<file path="config.mk">
export PLATFORM = sky130hd
export DESIGN_NAME = rom_fetch_seq
export DESIGN_NICKNAME = d
export VERILOG_FILES = /design/src/rtl/rom_fetch_seq.sv
export SDC_FILE = /design/constraint.sdc
export NUM_CORES = 1
export LEC_CHECK = 0
export CAP_MARGIN = 10
export CORE_MARGIN = 2
export CORE_UTILIZATION = 50
export CTS_BUF_LIST = sky130_fd_sc_hd__clkbuf_2
export CTS_CLUSTER_DIAMETER = 200
export CTS_CLUSTER_SIZE = 25
export DETAILED_ROUTE_END_ITERATION = 8
export PLACE_DENSITY = 0.8
export REMOVE_ABC_BUFFERS = 1
export SLEW_MARGIN = 20
export SYNTH_ARGS = -nofsm -noshare
export SYNTH_HDL_FRONTEND = slang
export SYNTH_SLANG_ARGS = --single-unit
</file>
<file path="constraint.sdc">
create_clock -name clk -period 2.6 [get_ports clk]
set_input_delay 0.26 -clock clk [delete_from_list [all_inputs] [get_ports clk]]
set_output_delay 0.26 -clock clk [all_outputs]
set_load 0.05 [all_outputs]
</file>
<file path="src/rtl/rom_fetch_seq.sv">
// rom_fetch_seq: read sequencer for the dense-layer weight ROM.
// Walks NUM_ROWS*ROW_LEN addresses from BASE_ADDR, absorbs the ROM's 1-cycle read latency in a
// 2-entry first-word-fall-through buffer and presents words on a valid/ready stream tagged with
// end-of-row (w_last) and end-of-pass (w_end).
// Optional feature: define ROM_FETCH_ABORT_EN to add the abort port (cancel a pass, no done).
module rom_fetch_seq #(
  parameter int unsigned DATA_WIDTH = 8,
  parameter int unsigned ADDR_WIDTH = 8,
  parameter int unsigned NUM_ROWS   = 4,
  parameter int unsigned ROW_LEN    = 16,
  parameter int unsigned BASE_ADDR  = 0
) (
  input  logic                  clk,
  input  logic                  rst_n,
  input  logic                  start,
`ifdef ROM_FETCH_ABORT_EN
  input  logic                  abort,
`endif
  output logic                  busy,
  output logic                  done,
  output logic                  rom_ena,
  output logic [ADDR_WIDTH-1:0] rom_addr,
  input  logic [DATA_WIDTH-1:0] rom_q,
  output logic [DATA_WIDTH-1:0] w_data,
  output logic                  w_valid,
  input  logic                  w_ready,
  output logic                  w_last,
  output logic                  w_end
);

  localparam int unsigned Total = NUM_ROWS * ROW_LEN;
  localparam int unsigned IdxW  = $clog2(Total) + 1;
  localparam int unsigned ColW  = $clog2(ROW_LEN) + 1;
  localparam logic [IdxW-1:0] TotalIdx = IdxW'(Total);
  localparam logic [IdxW-1:0] LastIdx  = IdxW'(Total - 1);
  localparam logic [ColW-1:0] LastCol  = ColW'(ROW_LEN - 1);
  localparam logic [ADDR_WIDTH-1:0] BaseAddr = ADDR_WIDTH'(BASE_ADDR);

  typedef enum logic [1:0] {StIdle, StRun, StDrain} state_e;

  state_e                state_q;
  logic                  done_q;
  logic [IdxW-1:0]       idx_q;
  logic [ColW-1:0]       col_q;
  logic [ADDR_WIDTH-1:0] addr_q;
  // Read issued last cycle, with the tags computed when it was issued
  logic                  infl_q;
  logic                  infl_last_q;
  logic                  infl_end_q;
  // 2-entry buffer
  logic [DATA_WIDTH-1:0] mem_data_q [2];
  logic                  mem_last_q [2];
  logic                  mem_end_q  [2];
  logic                  rd_ptr_q;
  logic                  wr_ptr_q;
  logic [1:0]            count_q;

  logic                  abort_req;
  logic                  fifo_valid;
  logic                  pop;
  logic [2:0]            occ;
  logic                  issue;
  logic [1:0]            count_nxt;
  logic [ADDR_WIDTH-1:0] addr_issue;

`ifdef ROM_FETCH_ABORT_EN
  assign abort_req = abort;
`else
  assign abort_req = 1'b0;
`endif

  // Issue decision, buffer bookkeeping and stream/ROM outputs
  always_comb begin
    fifo_valid = (count_q != 2'd0);
    pop        = fifo_valid & w_ready;
    // Occupancy counts the word already in flight; a pop this cycle frees a slot
    occ        = {1'b0, count_q} + {2'b00, infl_q};
    issue      = (state_q == StRun) && (idx_q < TotalIdx) && !abort_req &&
                 (occ < (3'd2 + {2'b00, pop}));
    count_nxt  = count_q + {1'b0, infl_q} - {1'b0, pop};
    addr_issue = BaseAddr + ADDR_WIDTH'(idx_q);

    rom_ena  = issue;
    rom_addr = issue ? addr_issue : addr_q;
    w_valid  = fifo_valid;
    w_data   = fifo_valid ? mem_data_q[rd_ptr_q] : '0;
    w_last   = fifo_valid ? mem_last_q[rd_ptr_q] : 1'b0;
    w_end    = fifo_valid ? mem_end_q[rd_ptr_q]  : 1'b0;
    busy     = (state_q != StIdle);
    done     = done_q;
  end

  // Sequencer FSM, read counters, in-flight capture and buffer storage
  always_ff @(posedge clk) begin
    if (!rst_n) begin
      state_q     <= StIdle;
      done_q      <= 1'b0;
      idx_q       <= '0;
      col_q       <= '0;
      addr_q      <= BaseAddr;
      infl_q      <= 1'b0;
      infl_last_q <= 1'b0;
      infl_end_q  <= 1'b0;
      rd_ptr_q    <= 1'b0;
      wr_ptr_q    <= 1'b0;
      count_q     <= 2'd0;
      for (int i = 0; i < 2; i++) begin
        mem_data_q[i] <= '0;
        mem_last_q[i] <= 1'b0;
        mem_end_q[i]  <= 1'b0;
      end
    end else if (abort_req) begin
      // Cancel: drop buffered and in-flight words, no done pulse
      state_q  <= StIdle;
      done_q   <= 1'b0;
      idx_q    <= '0;
      col_q    <= '0;
      infl_q   <= 1'b0;
      rd_ptr_q <= 1'b0;
      wr_ptr_q <= 1'b0;
      count_q  <= 2'd0;
    end else begin
      done_q <= 1'b0;
      infl_q <= issue;
      if (issue) begin
        addr_q      <= addr_issue;
        idx_q       <= idx_q + IdxW'(1);
        col_q       <= (col_q == LastCol) ? '0 : col_q + ColW'(1);
        infl_last_q <= (col_q == LastCol);
        infl_end_q  <= (idx_q == LastIdx);
      end
      if (infl_q) begin
        mem_data_q[wr_ptr_q] <= rom_q;
        mem_last_q[wr_ptr_q] <= infl_last_q;
        mem_end_q[wr_ptr_q]  <= infl_end_q;
        wr_ptr_q             <= ~wr_ptr_q;
      end
      if (pop) begin
        rd_ptr_q <= ~rd_ptr_q;
      end
      count_q <= count_nxt;

      unique case (state_q)
        StIdle: begin
          // A start coinciding with the done pulse belongs to the finishing pass: ignore it
          if (start && !done_q) begin
            state_q <= StRun;
            idx_q   <= '0;
            col_q   <= '0;
          end
        end
        StRun: begin
          if (issue && (idx_q == LastIdx)) begin
            state_q <= StDrain;
          end
        end
        StDrain: begin
          // Leave as the last word is handed off so done lands the cycle after it
          if (count_nxt == 2'd0) begin
            state_q <= StIdle;
            done_q  <= 1'b1;
          end
        end
        default: state_q <= StIdle;
      endcase
    end
  end

endmodule
</file>
==> out/qor.tcl, run 1 <==
set qor(io_buffer_count) 33
set qor(max-cap-violations) 0
set qor(timing.clock.skew_ns) 0.02641
set qor(post-route-util) 0.6744
set qor(first_pass_grt_wire_length_um) 7527
set qor(drt_pass1_iterations) 4
set qor(cts.hold.buffers_added) 0
set qor(rsz_0062_raised_after_global_routing) {true}
set qor(via_per_inst) 5.718
set qor(first_global_vias) 1649
set qor(global_route.overflow_total) 0
set qor(nFillCells) 321
set qor(placeableCoreArea_mm2) 0.004354
set qor(critPathArrivalTime_ns) 2.31
set qor(fp.dieArea_mm2) 0.005084
set qor(max_freq_ghz) 0.3898
set qor(dr_total_vias) 1864
set qor(floorplan.die.height_um) 71.30
set qor(cts_buffer_depth) 2
set qor(antennaDiodeCount) 0
set qor(gp_congestion) 0.8413
set qor(timing.slew.headroom) 0.5773
set qor(hold_viol_final) 0
set qor(cts_tree) {done}
set qor(hold_path_depth) 2
set qor(cts.root.buffer_cell) {sky130_fd_sc_hd__clkbuf_2}
set qor(yosys_warnings) 0
set qor(layout.nets) 290
set qor(detail_route.iter0.violations) 121
set qor(die-width_um) 71.30
set qor(crit_path_max_fanout) 7
set qor(tightest_slew_ns) 0.6318
set qor(ys_seq_area_frac) 0.5215
set qor(leakage_nw) 1.099
set qor(ant_nets) 0
set qor(pin_count) 34
set qor(power-per-cell-area_mw_per_mm2) 486.3
set qor(cp.required_ns) 2.34
set qor(clkTransAtPathRegs_ns) 0.25
set qor(grt_use_total) 0.1863
set qor(hold_path.class) {reg -> reg}
set qor(critPathLaunchType) {flip-flop}
set qor(start_util) 0.5201
set qor(core.rowCount) 24
set qor(dp.final_hpwl_um) 3098
set qor(layout_worst_path_cycle_share) 0.9868
set qor(report.final.slew_viol_count) 0
set qor(drc_errors) 0
set qor(largest_net_degree_at_the_start_of_global_routing) 27
set qor(postPlaceCellArea_mm2) 0.002709
set qor(synth-edff-count) 16
set qor(synthFlopType) {sky130_fd_sc_hd__dfxtp_1}
set qor(asyncSetResetFlopFracSynth) 0
set qor(setup_viol) 0
set qor(period_minus_slack_ns) 2.566
set qor(timing.reg2reg.worst_path_depth) 6
set qor(avgRoutedWirePerCell_um) 14.98
set qor(power.ir.vdd_worst_mv) 0.3643
set qor(outcome) {complete, no violations}
set qor(postRouteWirelength_um) 4883
set qor(mostFrequentLayoutCell) {sky130_fd_sc_hd__dfxtp_1}
set qor(end_kind) {output pin}
set qor(htree_levels) 2
set qor(syn_area_mm2) 0.002265
set qor(clock_sink_count) 51
set qor(ys_seq_elements) 51
set qor(clock_latency_ns) 0.42
set qor(ys_types) 40
set qor(design_area_mm2) 0.002937
set qor(critical_setup_path_kind) {reg -> out}
set qor(avgSynthCellArea_um2) 9.889
set qor(cts_inserted_buffers) 5
set qor(drive_gt1_frac) 0.1971
set qor(synth_cells) 229
set qor(number_of_antenna_violations_at_the_first_check_in_global_routing) 0
set qor(area_overhead_vs_synth_pct) 29.67
set qor(layout_common_cells) {sky130_fd_sc_hd__dfxtp_1, sky130_fd_sc_hd__clkdlybuf4s50_1, sky130_fd_sc_hd__and2_1}
==> Yosys cell counts, types with 2 or more instances <==
master	number	area share
sky130_fd_sc_hd__nand2_1	16	0.027
sky130_fd_sc_hd__nor2_1	16	0.027
sky130_fd_sc_hd__nor4b_1	2	0.0077
sky130_fd_sc_hd__nand2b_1	6	0.017
sky130_fd_sc_hd__a32o_1	2	0.0088
sky130_fd_sc_hd__o21ai_0	16	0.035
sky130_fd_sc_hd__or3_1	3	0.0083
sky130_fd_sc_hd__o41ai_1	2	0.0077
sky130_fd_sc_hd__inv_1	5	0.0083
sky130_fd_sc_hd__or2_2	2	0.0055
sky130_fd_sc_hd__and3_1	3	0.0083
sky130_fd_sc_hd__o31ai_1	4	0.013
sky130_fd_sc_hd__dfxtp_1	35	0.31
sky130_fd_sc_hd__and2_1	20	0.055
sky130_fd_sc_hd__ha_1	5	0.028
sky130_fd_sc_hd__nand3_1	11	0.024
sky130_fd_sc_hd__nand3b_1	2	0.0066
sky130_fd_sc_hd__a21oi_1	16	0.035
sky130_fd_sc_hd__clkbuf_1	9	0.015
sky130_fd_sc_hd__o21a_1	3	0.0099
sky130_fd_sc_hd__edfxtp_1	16	0.21
sky130_fd_sc_hd__mux2i_1	11	0.049
sky130_fd_sc_hd__or4_1	4	0.013
sky130_fd_sc_hd__o311ai_0	2	0.0077
sky130_fd_sc_hd__a21boi_0	2	0.0066
sky130_fd_sc_hd__nor3_1	2	0.0044
==> routing by layer <==
layer,up-vias,global-route usage,part of all wire
met4,0,0.06289,0.0092
met3,5,0.04782,0.049
met1,892,0.2468,0.44
met5,-,0,0
li1,922,-,-
met2,45,0.2984,0.50
==> what timing repair did <==
action	CTS	global route
pin swaps	1	8
endpoints found under the setup margin	6	19
cloned	1	0
setup buffers	1	9
gates resized for setup	10	19
==> metrics by stage <==
| step | instances | TNS (ns) | worst slack, ns | total power [mW] | hold slack [ns] |
|---|---|---|---|---|---|
| 2_1_floorplan | 217 | -0.5141 | -0.1491 | 0.9576 | 0.3769 |
| 6_report | 326 | 0 | 0.03436 | 1.428 | 0.4560 |
| 3_3_place_gp | 307 | 0 | 0.3316 | 1.021 | 0.4245 |
| 3_5_place_dp | 307 | 0 | 0.2344 | 1.026 | 0.4285 |
| 4_1_cts | 317 | 0 | 0.0007361 | 1.424 | 0.4533 |
| 5_1_grt | 326 | -0.1419 | -0.03740 | 1.482 | 0.4863 |
==> cells by family after synthesis <==
group                    after synthesis  synth area share
multiplexers                          11           0.04862
XOR/XNOR                               1          0.003868
buffers and inverters                 17           0.03204
adder cells (fa/ha/maj)                5           0.02762
flip-flops                            51            0.5215
AND/OR/NAND/NOR                       94            0.2304
AO/OA/AOI/OAI                         50            0.1359
==> power by group <==
group / leakage (nW) / internal, mW / switching, mW / total, mW
Combinational: 0.608 / 0.0723 / 0.0996 / 0.172
Sequential: 0.451 / 0.843 / 0.0156 / 0.859
Clock: 0.0404 / 0.158 / 0.239 / 0.397
Total: 1.10 / 1.07 / 0.354 / 1.43
==> flip-flops by register name, summed over array words and instances, names as in the netlist, named ones only <==
register / count
idx_q: 7
rd_ptr_q: 1
infl_q: 1
count_q: 2
addr_q: 8
mem_data_q: 16
done: 1
mem_end_q: 2
infl_end_q: 1
infl_last_q: 1
col_q: 5
state_q: 2
mem_last_q: 2
wr_ptr_q: 1
==> final cells by class <==
| cell class | instances | area, um2 | area share |
|---|---|---|---|
| Timing Repair Buffer | 48 | 508.0 | 0.1730 |
| Clock inverter | 3 | 38.79 | 0.01321 |
| Clock buffer | 5 | 25.02 | 0.008522 |
| Tap cell | 52 | 65.06 | 0.02216 |
| Sequential cell | 51 | 1187 | 0.4043 |
| Inverter | 5 | 18.77 | 0.006391 |
| Multi-Input combinational cell | 162 | 1094 | 0.3724 |
==> worst paths after layout <==
check	from	to	slack, ns
setup / recovery	infl_q$_SDFF_PN0_	rom_addr[3]	0.03
hold / removal	col_q[4]$_SDFF_PN0_	col_q[4]$_SDFF_PN0_	0.46
setup reg to reg	infl_q$_SDFF_PN0_	col_q[0]$_SDFF_PN0_	0.25
hold reg to reg	col_q[4]$_SDFF_PN0_	col_q[4]$_SDFF_PN0_	0.46
==> worst max-delay path, stage by stage (launching register included) <==
cell	delay, ns
sky130_fd_sc_hd__dfxtp_4	0.41
sky130_fd_sc_hd__ha_1	0.20
sky130_fd_sc_hd__ha_2	0.19
sky130_fd_sc_hd__or4b_4	0.64
sky130_fd_sc_hd__o21ai_2	0.20
sky130_fd_sc_hd__nand2_2	0.09
sky130_fd_sc_hd__buf_12	0.15
Power figures use the tool's default switching activity.
==> inputs of run 2 (changes only) <==
- CAP_MARGIN: 10 -> 20
==> results of run 2 <==
The final DEF is identical to that of run 1; final timing and power are the same.
==> inputs of run 3 (changes only) <==
- DONT_BUFFER_PORTS: default -> 1
- PLACE_DENSITY: 0.8 -> 0.7
==> run 3 against run 2 <==
  * Die area did not move
  * Sequential power barely moved
  * Clock power rose by 8.3%
  * Global-route usage rose by 1.2 points
  * Wire length fell by 4.3%
  * Clock skew fell by 0.013 ns
  * Utilization fell by 5.2 points
  * Largest cell class unchanged
  * Setup slack improved by 0.086 ns
  * Clock-buffer cell count did not move
  * Highest routed layer unchanged
  * Combinational power fell by 15%
  * Power rose by 0.42%
==> out/qor.tcl, run 3 (synthesized netlist as in run 1, its figures left out) <==
set qor(detail_route.iter0.violations) 84 ;# was 121
set qor(route.met3.wl_um) 231 ;# was 237 um
set qor(number_of_antenna_violations_at_the_first_check_in_global_routing) 0 ;# unchanged
set qor(global_route.overflow_total) 0 ;# unchanged
set qor(io_buffer_count) 0 ;# was 33
set qor(clkTransAtPathRegs_ns) 0.26 ;# was 0.25 ns
set qor(die-width_um) 71.30 ;# unchanged
set qor(core.rowCount) 24 ;# unchanged
set qor(timing.reg2reg.worst_path_depth) 6 ;# unchanged
set qor(area_overhead_vs_synth_pct) 19.67 ;# was 29.67%
set qor(drive_gt1_frac) 0.1907 ;# was 0.1971
set qor(gp_congestion) 0.8257 ;# was 0.8413
set qor(floorplan.die.height_um) 71.30 ;# unchanged
set qor(rsz_0062_raised_after_global_routing) {false} ;# was true
set qor(via_per_inst) 5.751 ;# was 5.718
set qor(layout_worst_path_cycle_share) 0.9538 ;# was 0.9868
set qor(max-cap-violations) 0 ;# unchanged
set qor(critPathLaunchType) {flip-flop} ;# unchanged
set qor(critPathArrivalTime_ns) 2.22 ;# was 2.31 ns
set qor(postPlaceCellArea_mm2) 0.002445 ;# was 0.002709 mm2
set qor(hold_viol_final) 0 ;# unchanged
set qor(mostFrequentLayoutCell) {sky130_fd_sc_hd__dfxtp_1} ;# unchanged
set qor(outcome) {complete, no violations} ;# unchanged
set qor(crit_path_from) {infl_q$_SDFF_PN0_} ;# unchanged
set qor(largest_register_ff_count) 16 ;# unchanged
set qor(htree_levels) 2 ;# unchanged
set qor(fp.dieArea_mm2) 0.005084 ;# unchanged
set qor(top_register) {mem_data_q} ;# unchanged
set qor(clock_sink_count) 51 ;# unchanged
set qor(setup_viol) 0 ;# unchanged
set qor(critical_setup_path_kind) {reg -> out} ;# unchanged
set qor(met2_wirelength_um) 2474 ;# was 2446 um
set qor(crit_path_end) {rom_addr[5]} ;# was rom_addr[3]
set qor(cts_buffer_depth) 2 ;# unchanged
set qor(layout_top_registers) {mem_data_q: 16 flops, addr_q: 8 flops, idx_q: 7 flops} ;# unchanged
set qor(first_global_vias) 1734 ;# was 1649
set qor(hold_path.class) {in -> reg} ;# was reg -> reg
set qor(crit_path_max_fanout) 8 ;# was 7
set qor(end_kind) {output pin} ;# unchanged
set qor(top_layer_used) {met4} ;# unchanged
set qor(cts_inserted_buffers) 5 ;# unchanged
set qor(max_freq_ghz) 0.4033 ;# was 0.3898 GHz
set qor(leakage_nw) 1.039 ;# was 1.099 nW
set qor(cp.required_ns) 2.34 ;# about the same
set qor(postRouteWirelength_um) 4673 ;# was 4883 um
set qor(drc_errors) 0 ;# unchanged
set qor(totalNegativeSetupSlack_ns) 0 ;# unchanged
set qor(cts_tree) {done} ;# unchanged
set qor(tightest_slew_ns) 0.7234 ;# was 0.6318 ns
set qor(dp.final_hpwl_um) 3002 ;# was 3098 um
set qor(timing.slew.headroom) 0.5160 ;# was 0.5773
set qor(avgRoutedWirePerCell_um) 15.12 ;# was 14.98 um
set qor(r2r_slack_ns) 0.36 ;# was 0.25 ns
set qor(report.final.slew_viol_count) 0 ;# unchanged
set qor(first_pass_grt_wire_length_um) 7941 ;# was 7527 um
set qor(start_util) 0.5201 ;# unchanged
set qor(layout.nets) 273 ;# was 290
set qor(route.layer.met1.wl_um) 1932 ;# was 2154 um
set qor(cts.root.buffer_cell) {sky130_fd_sc_hd__clkbuf_2} ;# unchanged
set qor(design_area_mm2) 0.002710 ;# was 0.002937 mm2
set qor(antennaDiodeCount) 0 ;# unchanged
set qor(clock_latency_ns) 0.43 ;# was 0.42 ns
set qor(largest_net_degree_at_the_start_of_global_routing) 18 ;# was 27
set qor(dr_total_vias) 1777 ;# was 1864
set qor(drt_pass1_iterations) 4 ;# unchanged
set qor(power.ir.vdd_worst_mv) 0.4226 ;# was 0.3643 mV
set qor(layout_common_cells) {sky130_fd_sc_hd__dfxtp_1, sky130_fd_sc_hd__and2_1} ;# was sky130_fd_sc_hd__dfxtp_1, sky130_fd_sc_hd__clkdlybuf4s50_1, sky130_fd_sc_hd__and2_1
set qor(timing.rr.end) {col_q[0]$_SDFF_PN0_} ;# unchanged
set qor(power-per-cell-area_mw_per_mm2) 529.1 ;# was 486.3 mW/mm2
set qor(ant_nets) 0 ;# unchanged
set qor(timing.clock.skew_ns) 0.01351 ;# was 0.02641 ns
set qor(grt_use_total) 0.1985 ;# was 0.1863
set qor(post-route-util) 0.6224 ;# was 0.6744
set qor(launching_point_of_the_worst_reg2reg_path) {infl_q$_SDFF_PN0_} ;# unchanged
set qor(period_minus_slack_ns) 2.480 ;# was 2.566 ns
set qor(placeableCoreArea_mm2) 0.004354 ;# unchanged
set qor(pin_count) 34 ;# unchanged
## run 3: final cells by class
| type | count | area (um2) |
|---|---|---|
| Clock inverter | 3 | 47.55 |
| Clock buffer | 5 | 25.02 |
| Tap cell | 52 | 65.06 |
| Fill cell | 373 | 1644 |
| Multi-Input combinational cell | 162 | 1077 |
| Inverter | 5 | 18.77 |
| Timing Repair Buffer | 31 | 290.3 |
| Sequential cell | 51 | 1186 |
## run 3: power by group
| group | leakage (nW) | total (mW) | internal [mW] | switching [mW] |
|---|---|---|---|---|
| Combinational | 0.545 | 0.146 | 0.0550 | 0.0907 |
| Clock | 0.0436 | 0.430 | 0.168 | 0.262 |
| Sequential | 0.451 | 0.858 | 0.843 | 0.0148 |
| Total | 1.04 | 1.43 | 1.07 | 0.367 |
## run 3: routing by layer
| layer | vias to the layer above | GRT usage |
|---|---|---|
| met5 | - | 0 |
| li1 | 883 | - |
| met4 | 0 | 0.06918 |
| met1 | 837 | 0.2298 |
| met2 | 53 | 0.3549 |
| met3 | 4 | 0.05063 |
## run 3: timing repair
action,in CTS,in global routing
pin swaps,1,7
hold buffers,9,0
gates cloned,1,0
endpoints found under the hold margin,27,0
resized for setup,11,17
setup endpoints to repair,9,9
setup buffers,1,1
## run 3: critical path: stages (launching register included)
cell and delay, ns:
sky130_fd_sc_hd__dfxtp_4 0.41, sky130_fd_sc_hd__ha_2 0.19, sky130_fd_sc_hd__ha_4 0.17, sky130_fd_sc_hd__or4b_4 0.60
sky130_fd_sc_hd__o21ai_2 0.17, sky130_fd_sc_hd__nand2_1 0.08, sky130_fd_sc_hd__buf_6 0.15
## run 3: how the worst min path moves through the flow
stage          cells after the start   from                 endpoint  slack [ns]
3_5_place_dp                       1  rst_n    count_q[1]$_SDFF_PN0_        0.39
2_1_floorplan                      1  rst_n  state_q[1]$_SDFFE_PN0P_        0.38
6_report                           2  start  state_q[0]$_SDFFE_PN0P_        0.07
5_1_grt                            2  start  state_q[0]$_SDFFE_PN0P_        0.02
4_1_cts                            2  start  state_q[0]$_SDFFE_PN0P_        0.04
3_3_place_gp                       1  rst_n  state_q[1]$_SDFFE_PN0P_        0.38
## run 3: stage by stage
| stage | setup WS (ns) | power, mW | hold WS, ns | std cells |
|---|---|---|---|---|
| final | 0.1202 | 1.434 | 0.07465 | 309 |
| after global routing | 0.01143 | 1.502 | 0.02152 | 309 |
| after detailed placement | 0.3878 | 0.9955 | 0.3859 | 289 |
| after floorplan | -0.1491 | 0.9576 | 0.3769 | 217 |
| after global placement | 0.4113 | 0.9914 | 0.3831 | 289 |
| after CTS | 0.01568 | 1.445 | 0.04191 | 308 |
